File: src/rtl/rid_reorder_return.sv
// rid_reorder_return
//
// Response-side partner of the AR-path ID allocator. Single-beat R responses
// arrive tagged with an internal unique ID {row, col}; each one is parked in
// its own slot. Responses leave in allocation order within a row (one row per
// original ARID), with the original ID restored by the allocator's lookup.
// The allocator's slot is released through free_req as each slot drains.
//
// Ports:
//   clk, rst            clock, synchronous active-high reset
//   in_valid/in_ready   downstream R beat handshake (ready is 1 outside reset)
//   in_uid              internal ID {row,col} of the incoming beat
//   in_data/in_resp     RDATA / RRESP of the incoming beat
//   out_valid/out_ready upstream R handshake
//   out_id              restored original RID
//   out_data/out_resp   RDATA / RRESP released upstream
//   out_last            always 1 (single-beat responses)
//   free_req            one-cycle free pulse to the allocator
//   free_unique_id      slot being freed
//   restored_id         allocator's combinational lookup, valid while free_req=1
//   err_dup             sticky flag: a beat arrived for an already-full slot

module rid_reorder_return #(
    parameter int ID_WIDTH = 4,
    parameter int NUM_ROWS = 4,
    parameter int NUM_COLS = 4,
    parameter int DATA_W   = 32,
    parameter int RESP_W   = 2
) (
    input  logic                clk,
    input  logic                rst,
    input  logic                in_valid,
    output logic                in_ready,
    input  logic [((NUM_ROWS>1)?$clog2(NUM_ROWS):1)+((NUM_COLS>1)?$clog2(NUM_COLS):1)-1:0] in_uid,
    input  logic [DATA_W-1:0]   in_data,
    input  logic [RESP_W-1:0]   in_resp,
    output logic                out_valid,
    input  logic                out_ready,
    output logic [ID_WIDTH-1:0] out_id,
    output logic [DATA_W-1:0]   out_data,
    output logic [RESP_W-1:0]   out_resp,
    output logic                out_last,
    output logic                free_req,
    output logic [((NUM_ROWS>1)?$clog2(NUM_ROWS):1)+((NUM_COLS>1)?$clog2(NUM_COLS):1)-1:0] free_unique_id,
    input  logic [ID_WIDTH-1:0] restored_id,
    output logic                err_dup
);

    localparam int ROW_W = (NUM_ROWS > 1) ? $clog2(NUM_ROWS) : 1;
    localparam int COL_W = (NUM_COLS > 1) ? $clog2(NUM_COLS) : 1;
    localparam int UID_W = ROW_W + COL_W;

    logic [ROW_W-1:0]  in_row;
    logic [COL_W-1:0]  in_col;

    logic [NUM_COLS-1:0] slot_valid [NUM_ROWS];
    logic [DATA_W-1:0]   slot_data  [NUM_ROWS][NUM_COLS];
    logic [RESP_W-1:0]   slot_resp  [NUM_ROWS][NUM_COLS];
    logic [COL_W-1:0]    head_col   [NUM_ROWS];
    logic [ROW_W-1:0]    rr_ptr;

    logic [NUM_ROWS-1:0] row_elig;
    logic                any_elig;
    logic [ROW_W-1:0]    sel_row;
    logic [COL_W-1:0]    sel_col;
    logic                load;
    int                  arb_idx;
    logic [ROW_W-1:0]    arb_row;

    assign in_row   = in_uid[UID_W-1:COL_W];
    assign in_col   = in_uid[COL_W-1:0];
    assign in_ready = ~rst;
    assign out_last = 1'b1;

    // A row may release only when the slot at its head pointer is filled;
    // this uses registered state only, so a beat is never bypassed straight
    // from the input to the output register.
    always_comb begin
        for (int r = 0; r < NUM_ROWS; r++) begin
            row_elig[r] = slot_valid[r][head_col[r]];
        end
    end

    // Round-robin pick: first eligible row at or after rr_ptr, with wrap.
    always_comb begin
        any_elig = 1'b0;
        sel_row  = '0;
        arb_idx  = 0;
        arb_row  = '0;
        for (int i = 0; i < NUM_ROWS; i++) begin
            arb_idx = int'(rr_ptr) + i;
            if (arb_idx >= NUM_ROWS) begin
                arb_idx = arb_idx - NUM_ROWS;
            end
            arb_row = ROW_W'(arb_idx);
            if (!any_elig && row_elig[arb_row]) begin
                any_elig = 1'b1;
                sel_row  = arb_row;
            end
        end
    end

    assign sel_col = head_col[sel_row];
    assign load    = any_elig && (!out_valid || out_ready);

    // The free pulse coincides with the load so that the allocator's
    // restored_id lookup is valid exactly when it is sampled into out_id.
    assign free_req       = load && !rst;
    assign free_unique_id = free_req ? {sel_row, sel_col} : '0;

    // Control state: slot occupancy, head pointers, arbiter pointer and the
    // output register. A capture into an occupied slot is dropped and flagged;
    // the load-side clear is written last so it wins on the drained slot.
    always_ff @(posedge clk) begin
        if (rst) begin
            for (int r = 0; r < NUM_ROWS; r++) begin
                slot_valid[r] <= '0;
                head_col[r]   <= '0;
            end
            rr_ptr    <= '0;
            out_valid <= 1'b0;
            out_id    <= '0;
            out_data  <= '0;
            out_resp  <= '0;
            err_dup   <= 1'b0;
        end else begin
            if (in_valid) begin
                if (slot_valid[in_row][in_col]) begin
                    err_dup <= 1'b1;
                end else begin
                    slot_valid[in_row][in_col] <= 1'b1;
                end
            end
            if (load) begin
                slot_valid[sel_row][sel_col] <= 1'b0;
                head_col[sel_row] <= (sel_col == COL_W'(NUM_COLS - 1)) ? '0 : sel_col + COL_W'(1);
                rr_ptr    <= (sel_row == ROW_W'(NUM_ROWS - 1)) ? '0 : sel_row + ROW_W'(1);
                out_valid <= 1'b1;
                out_id    <= restored_id;
                out_data  <= slot_data[sel_row][sel_col];
                out_resp  <= slot_resp[sel_row][sel_col];
            end else if (out_ready) begin
                out_valid <= 1'b0;
            end
        end
    end

    // Payload storage needs no reset: slot_valid alone qualifies its contents.
    always_ff @(posedge clk) begin
        if (!rst && in_valid && !slot_valid[in_row][in_col]) begin
            slot_data[in_row][in_col] <= in_data;
            slot_resp[in_row][in_col] <= in_resp;
        end
    end

endmodule

File: config.mk
export PLATFORM = sky130hd
export DESIGN_NAME = rid_reorder_return
export DESIGN_NICKNAME = d
export VERILOG_FILES = /design/src/rtl/rid_reorder_return.sv
export SDC_FILE = /design/constraint.sdc
export NUM_CORES = 1
export LEC_CHECK = 0
export CORE_AREA = 2 2 320 259
export CTS_CLUSTER_SIZE = 25
export DETAILED_ROUTE_END_ITERATION = 10
export DIE_AREA = 0 0 322 261
export GPL_ROUTABILITY_DRIVEN = 0
export GPL_TIMING_DRIVEN = 0
export SYNTH_ARGS = -nofsm -noshare
export SYNTH_HDL_FRONTEND = slang
export SYNTH_SLANG_ARGS = --single-unit
File: constraint.sdc
create_clock -name clk -period 6.35 [get_ports clk]
set_input_delay 0.635 -clock clk [delete_from_list [all_inputs] [get_ports clk]]
set_output_delay 0.635 -clock clk [all_outputs]
set_load 0.05 [all_outputs]
# == After elaboration in Yosys (flattened, before gate mapping) ==
# Memories as Yosys holds them, arrays and structs flattened.
# Index checks and enable logic that the tools add are counted.
# word_totals
ff_bits,42
wordCells,136
n_memories,4
ram_bits,568
output_inout_bits,47
inputBits,46
# classes
reduce_logical,22
eq_ne,2
bitwise,3
mux,71
n_lt_le_gt_ge,19
n_addsub,9
# mem_list
memory,words,width,read_ports,rd_clocked_by_memory_dff,wr,line,text
slot_data,4,128,1,0,1,57,logic [DATA_W-1:0] slot_data [NUM_ROWS][NUM_COLS];
slot_resp,4,8,1,0,1,58,logic [RESP_W-1:0] slot_resp [NUM_ROWS][NUM_COLS];
slot_valid,4,4,5,0,4,56,logic [NUM_COLS-1:0] slot_valid [NUM_ROWS];
head_col,4,2,5,0,4,59,logic [COL_W-1:0] head_col [NUM_ROWS];
# ops
cell,n
two-way mux 128 bit,1
two-way mux 32 bit,3
binary-select mux 32 bit (select 2 bit),1
demux 32 bit (select 2 bit),1
two-way mux 2 bit,17
less-than comparator 2 x 3 -> 1 bit (second input constant),10
two-way mux 4 bit,7
two-way mux 1 bit,27
binary-select mux 1 bit (select 2 bit),9
greater-or-equal comparator 3 bit (second input constant),5
logical AND 1 bit,10
two-way mux 8 bit,1
OR reduction 4 bit,2
subtractor 2 x 1 -> 2 bit (second input constant),4
adder 2 x 2 -> 3 bit (second input constant),2
zero test 1 bit,6
inverter 2 -> 3 bit,2
adder 2 x 1 -> 2 bit (second input constant),2
binary-select mux 2 bit (select 2 bit),1
demux 1 bit (select 2 bit),2
demux 2 bit (select 2 bit),1
== test 2 bit (second input constant),2
greater-or-equal comparator 2 x 1 -> 1 bit (second input constant),2
adder 2 x 1 -> 3 bit (second input constant),1
7 further kinds,7

# == Depth between registers and ports, before layout ==
# An unclocked memory read counts as a cell.
# logic_depth
ltp_word,23
mapped_depth,12
mapped_depth_nobuf,9

# == Least setup slack after synthesis ==
# No wires, ideal clock.
# synth_timing
kind,input to register
startpoint,in in_uid[3] (netlist bit)
endpoint,"mem slot_data[0][100] (netlist bit), enable pin"
path_slack_ps,1097
stages,7
t_arrival_ps,4783
path_buffers,1
setup_time_ps,470
t_required_ps,5880
cell_sequence,buf_1 > mux4_2 > mux4_2 > or3b_4 > nor2_1 > nand2_1 > nor3_1
# synth_between
elab_chain_cells,7
# synth_lines
item,line,text
start: declaration,34,"input logic [((NUM_ROWS>1)?$clog2(NUM_ROWS):1)+((NUM_COLS>1)?$clog2(NUM_COLS):1)-1:0] in_uid,"
memory (4 x 4 bit),-,
binary-select mux 1 bit (select 2 bit),150,if (!rst && in_valid && !slot_valid[in_row][in_col]) begin
two-way mux 1 bit (not written as such),150,
zero test 1 bit,150,
logical AND 1 bit,150,
two-way mux 1 bit,150,
two-way mux 128 bit (not written as such),151,slot_data[in_row][in_col] <= in_data;
end: declaration,57,
# Parallel ways exist; a longest one is shown, timed or not. The select of a mux whose other input is x is not followed.

==> results.tsv <==
stage	metric	value	unit
grt	overflow	0	
grt	busiest_layer	met2	
power	p_sw	2.030	mW
detailed_routing	drtPass1Iterations	5	
clock_tree	ctsHoldBuffers	0	
run	cap_violations	0	
power	power.leakage	8.799	nW
finish	drive_gt1_share	12.21	%
yosys	synthSimpleGateAreaFrac	4.531	%
yosys	ys.flop_type	edfxtp_1	
floorplan	die_w	322	µm
grt	grt_max_degree	22	
outcome	status	finished clean	
grt	grt.total_usage	15.09	%
power	power_density	301.0	mW/mm²
finish	fillers	7614	
setup_path	crit_path_end_kind	primary output	
clock_tree	cts_buffers	61	
place	dp_hpwl	44.65	mm
power	total_power	8.639	mW
yosys	synth_compound_area_share	12.05	%
clock_tree	clock_path_buffers	3	
detailed_routing	vias_per_cell	5.103	
yosys	syn_area	0.02402	mm²
yosys	ys_seq_elements	610	
finish	area_delta_synth_final	19.46	%
yosys	avgSynthCellArea	15.42	µm²
sta	slew_headroom	36.93	%
sta	grt_setup_unrepaired	no	
detailed_routing	wire_per_inst	22.70	µm
floorplan	rows	94	
place	dpl_cell_area	0.02678	mm²
detailed_routing	drt_iter0_drc	1403	
finish	final_cell_mix	edfxtp_1, a21oi_1, nand2_1	
yosys	synthMuxAreaShare	6.927	%
floorplan	dieArea	0.08404	mm²
power	power.share.clock	39.8	%
sta	fmax	199.2	MHz
worst_hold_path	hp-class	reg2reg	
grt	grt_pass1_vias	14370	
grt	gr-usage-met1	20.99	%
finish	layout.nets	1785	
yosys	synth_top_family_by_area	compound AO/OA/AOI/OAI gates	
power	p_sw_share	23.50	%
yosys	synth-edff-count	552	
clock_tree	htree_num_levels	2	
grt	grt_pass1_wl	94.65	mm
sta	min_period	5.021	ns
detailed_routing	wl	64.52	mm
setup_path	cp_max_fo	10	
setup_path	critPathArrivalTime	4.39	ns
yosys	ys_warn_count	0	
finish	postLayoutCellArea	0.02870	mm²
clock_tree	cts_tree	done	
finish	final_common_cell	edfxtp_1	
yosys	synthArstFlopShare	0	%
finish	num_antenna_cells	0	
clock_tree	post-cts-setup-buffers	0	
floorplan	die_height	261	µm
sta	setup_viol	0	
clock_tree	clock_sinks	610	
grt	grtUsageMet2	24.59	%
power	p_seq_share	51.6	%
yosys	yosysUniqueCellTypes	49	
yosys	synth_nets	1609	
place	port_buffers	91	
detailed_routing	drc	0	
sta	finalHoldViolCount	0	
floorplan	ios	93	
floorplan	core_area	0.08115	mm²
sta	fin_skew	0.01541	ns
detailed_routing	final_antenna_net_count	0	
yosys	synth.yosys.seq_area_share	73.83	%
sta	tightest_slew	0.9460	ns
setup_path	worst-setup-path-type	reg2out	
setup_path	required	5.71	ns
yosys	syn_inst	1558	
power	ir_worst_vdd	0.0002350	V
yosys	synth_fa_ha_area_share	0.2604	%
setup_path	critical_path.startpoint_type	flop	
detailed_routing	vias	14500	
grt	grt_antenna_before_repair	0	
power	power_frac_comb	8.5	%
clock_tree	ctsResizeCount	0	
grt	grtUsageMet3	2.173	%
clock_tree	root_buffer	clkbuf_16	
sta	drv_slew	0	
sta	period_share	79.07	%
clock_tree	clkLatencyLatePin	0.62	ns
yosys	synth_xor_area_share	0	%
clock_tree	cts.reportedPaths.clkPinSlew	0.06	ns
power	p_int	6.609	mW
floorplan	start_util	29.60	%
==> flip-flops by register name, summed over array words and instances (netlist names) <==
signal and count:
err_dup 1, head_col 8, out_data 32, out_id 4
out_resp 2, out_valid 1, rr_ptr 2, slot_data 512
slot_resp 32, slot_valid 16
==> cells by family after synthesis <==
| family | count (synthesis) |
|---|---|
| adder cells (fa/ha/maj) | 5 |
| other | 1 |
| flip-flops | 610 |
| multiplexers | 151 |
| buffers and inverters | 121 |
| AND/OR/NAND/NOR | 248 |
| AO/OA/AOI/OAI | 422 |
==> critical path, cell delays in order (launching register included) <==
cell	delay, ns
edfxtp_1	0.42
mux4_2	0.58
nor2b_1	0.17
o21ai_1	0.18
and3b_1	0.17
buf_4	0.20
mux2i_4	0.57
buf_4	0.38
inv_1	0.14
nor2_1	0.13
clkdlybuf4s50_1	0.82
==> stage by stage <==
| step | hold slack [ns] | utilization, % | cells | setup TNS, ns | setup WS, ns |
|---|---|---|---|---|---|
| 3_5_place_dp | 0.4663 | 33.00 | 2727 | 0 | 1.632 |
| 3_3_place_gp | 0.4535 | 32.35 | 2705 | -127.52 | -1.940 |
| 6_report | 0.4715 | 35.36 | 2842 | 0 | 1.329 |
| 5_1_grt | 0.4969 | 35.36 | 2842 | 0 | 1.199 |
| 2_1_floorplan | 0.4543 | - | 1558 | 0 | 1.097 |
| 4_1_cts | 0.4758 | 35.36 | 2842 | 0 | 1.281 |
==> final timing paths <==
path	startpoint	end	slack, ns	depth (start not counted)
max reg2reg	head_col[3][1]	out_data[18]	2.59	11
max	head_col[0][0]	free_unique_id[0]	1.33	10
min	out_id[1]	out_id[1]	0.47	2
min reg2reg	out_id[1]	out_id[1]	0.47	2
==> power by group through the flow <==
stage               clock, mW  sequential (mW)  combinational (mW)
floorplan                   0             4.62               0.339
global placement            0             4.55               0.716
detailed placement          0             4.55               0.739
CTS                      3.50             4.46               0.741
global route             3.65             4.46               0.789
finish                   3.44             4.46               0.738
==> synthesized netlist by cell type (3+ instances only) <==
cell type / n / area [µm²]
mux4_2: 6 / 135.1
nor3_2: 4 / 40.04
a211oi_1: 38 / 285.3
a22oi_1: 69 / 518.0
o21ai_0: 36 / 180.2
nand2_1: 158 / 593.1
a211oi_2: 30 / 375.4
inv_1: 7 / 26.28
mux4_1: 3 / 78.83
ha_1: 5 / 62.56
clkbuf_1: 60 / 225.2
dfxtp_1: 58 / 1161
nor2_1: 21 / 78.83
buf_4: 11 / 82.58
nor2_2: 5 / 31.28
mux2i_1: 139 / 1391
buf_2: 29 / 145.1
edfxtp_1: 552 / 16580
nor2b_1: 3 / 18.77
nor3_1: 37 / 185.2
buf_1: 7 / 26.28
and2_1: 3 / 18.77
a221oi_1: 69 / 604.3
buf_6: 5 / 56.30
nand2b_1: 5 / 31.28
a21oi_1: 169 / 845.8
==> cell type report <==
type,instances,area (µm²),area share (%)
clock buffer,84,1705,5.943
multi-input combinational,827,5808,20.24
inverter,9,36.28,0.1264
timing repair buffer,113,1346,4.691
clock inverter,31,207.7,0.7238
sequential,610,17740,61.81
buffer,112,535.5,1.866
tap,1056,1321,4.604
==> layer usage <==
layer / vias to the layer above / routed length, µm
met1: 7336 / 28330
met5: - / 0
met2: 578 / 30230
met4: 0 / 1482
li1: 6496 / -
met3: 94 / 4476
Note: power is estimated with default switching activity, not from simulation.
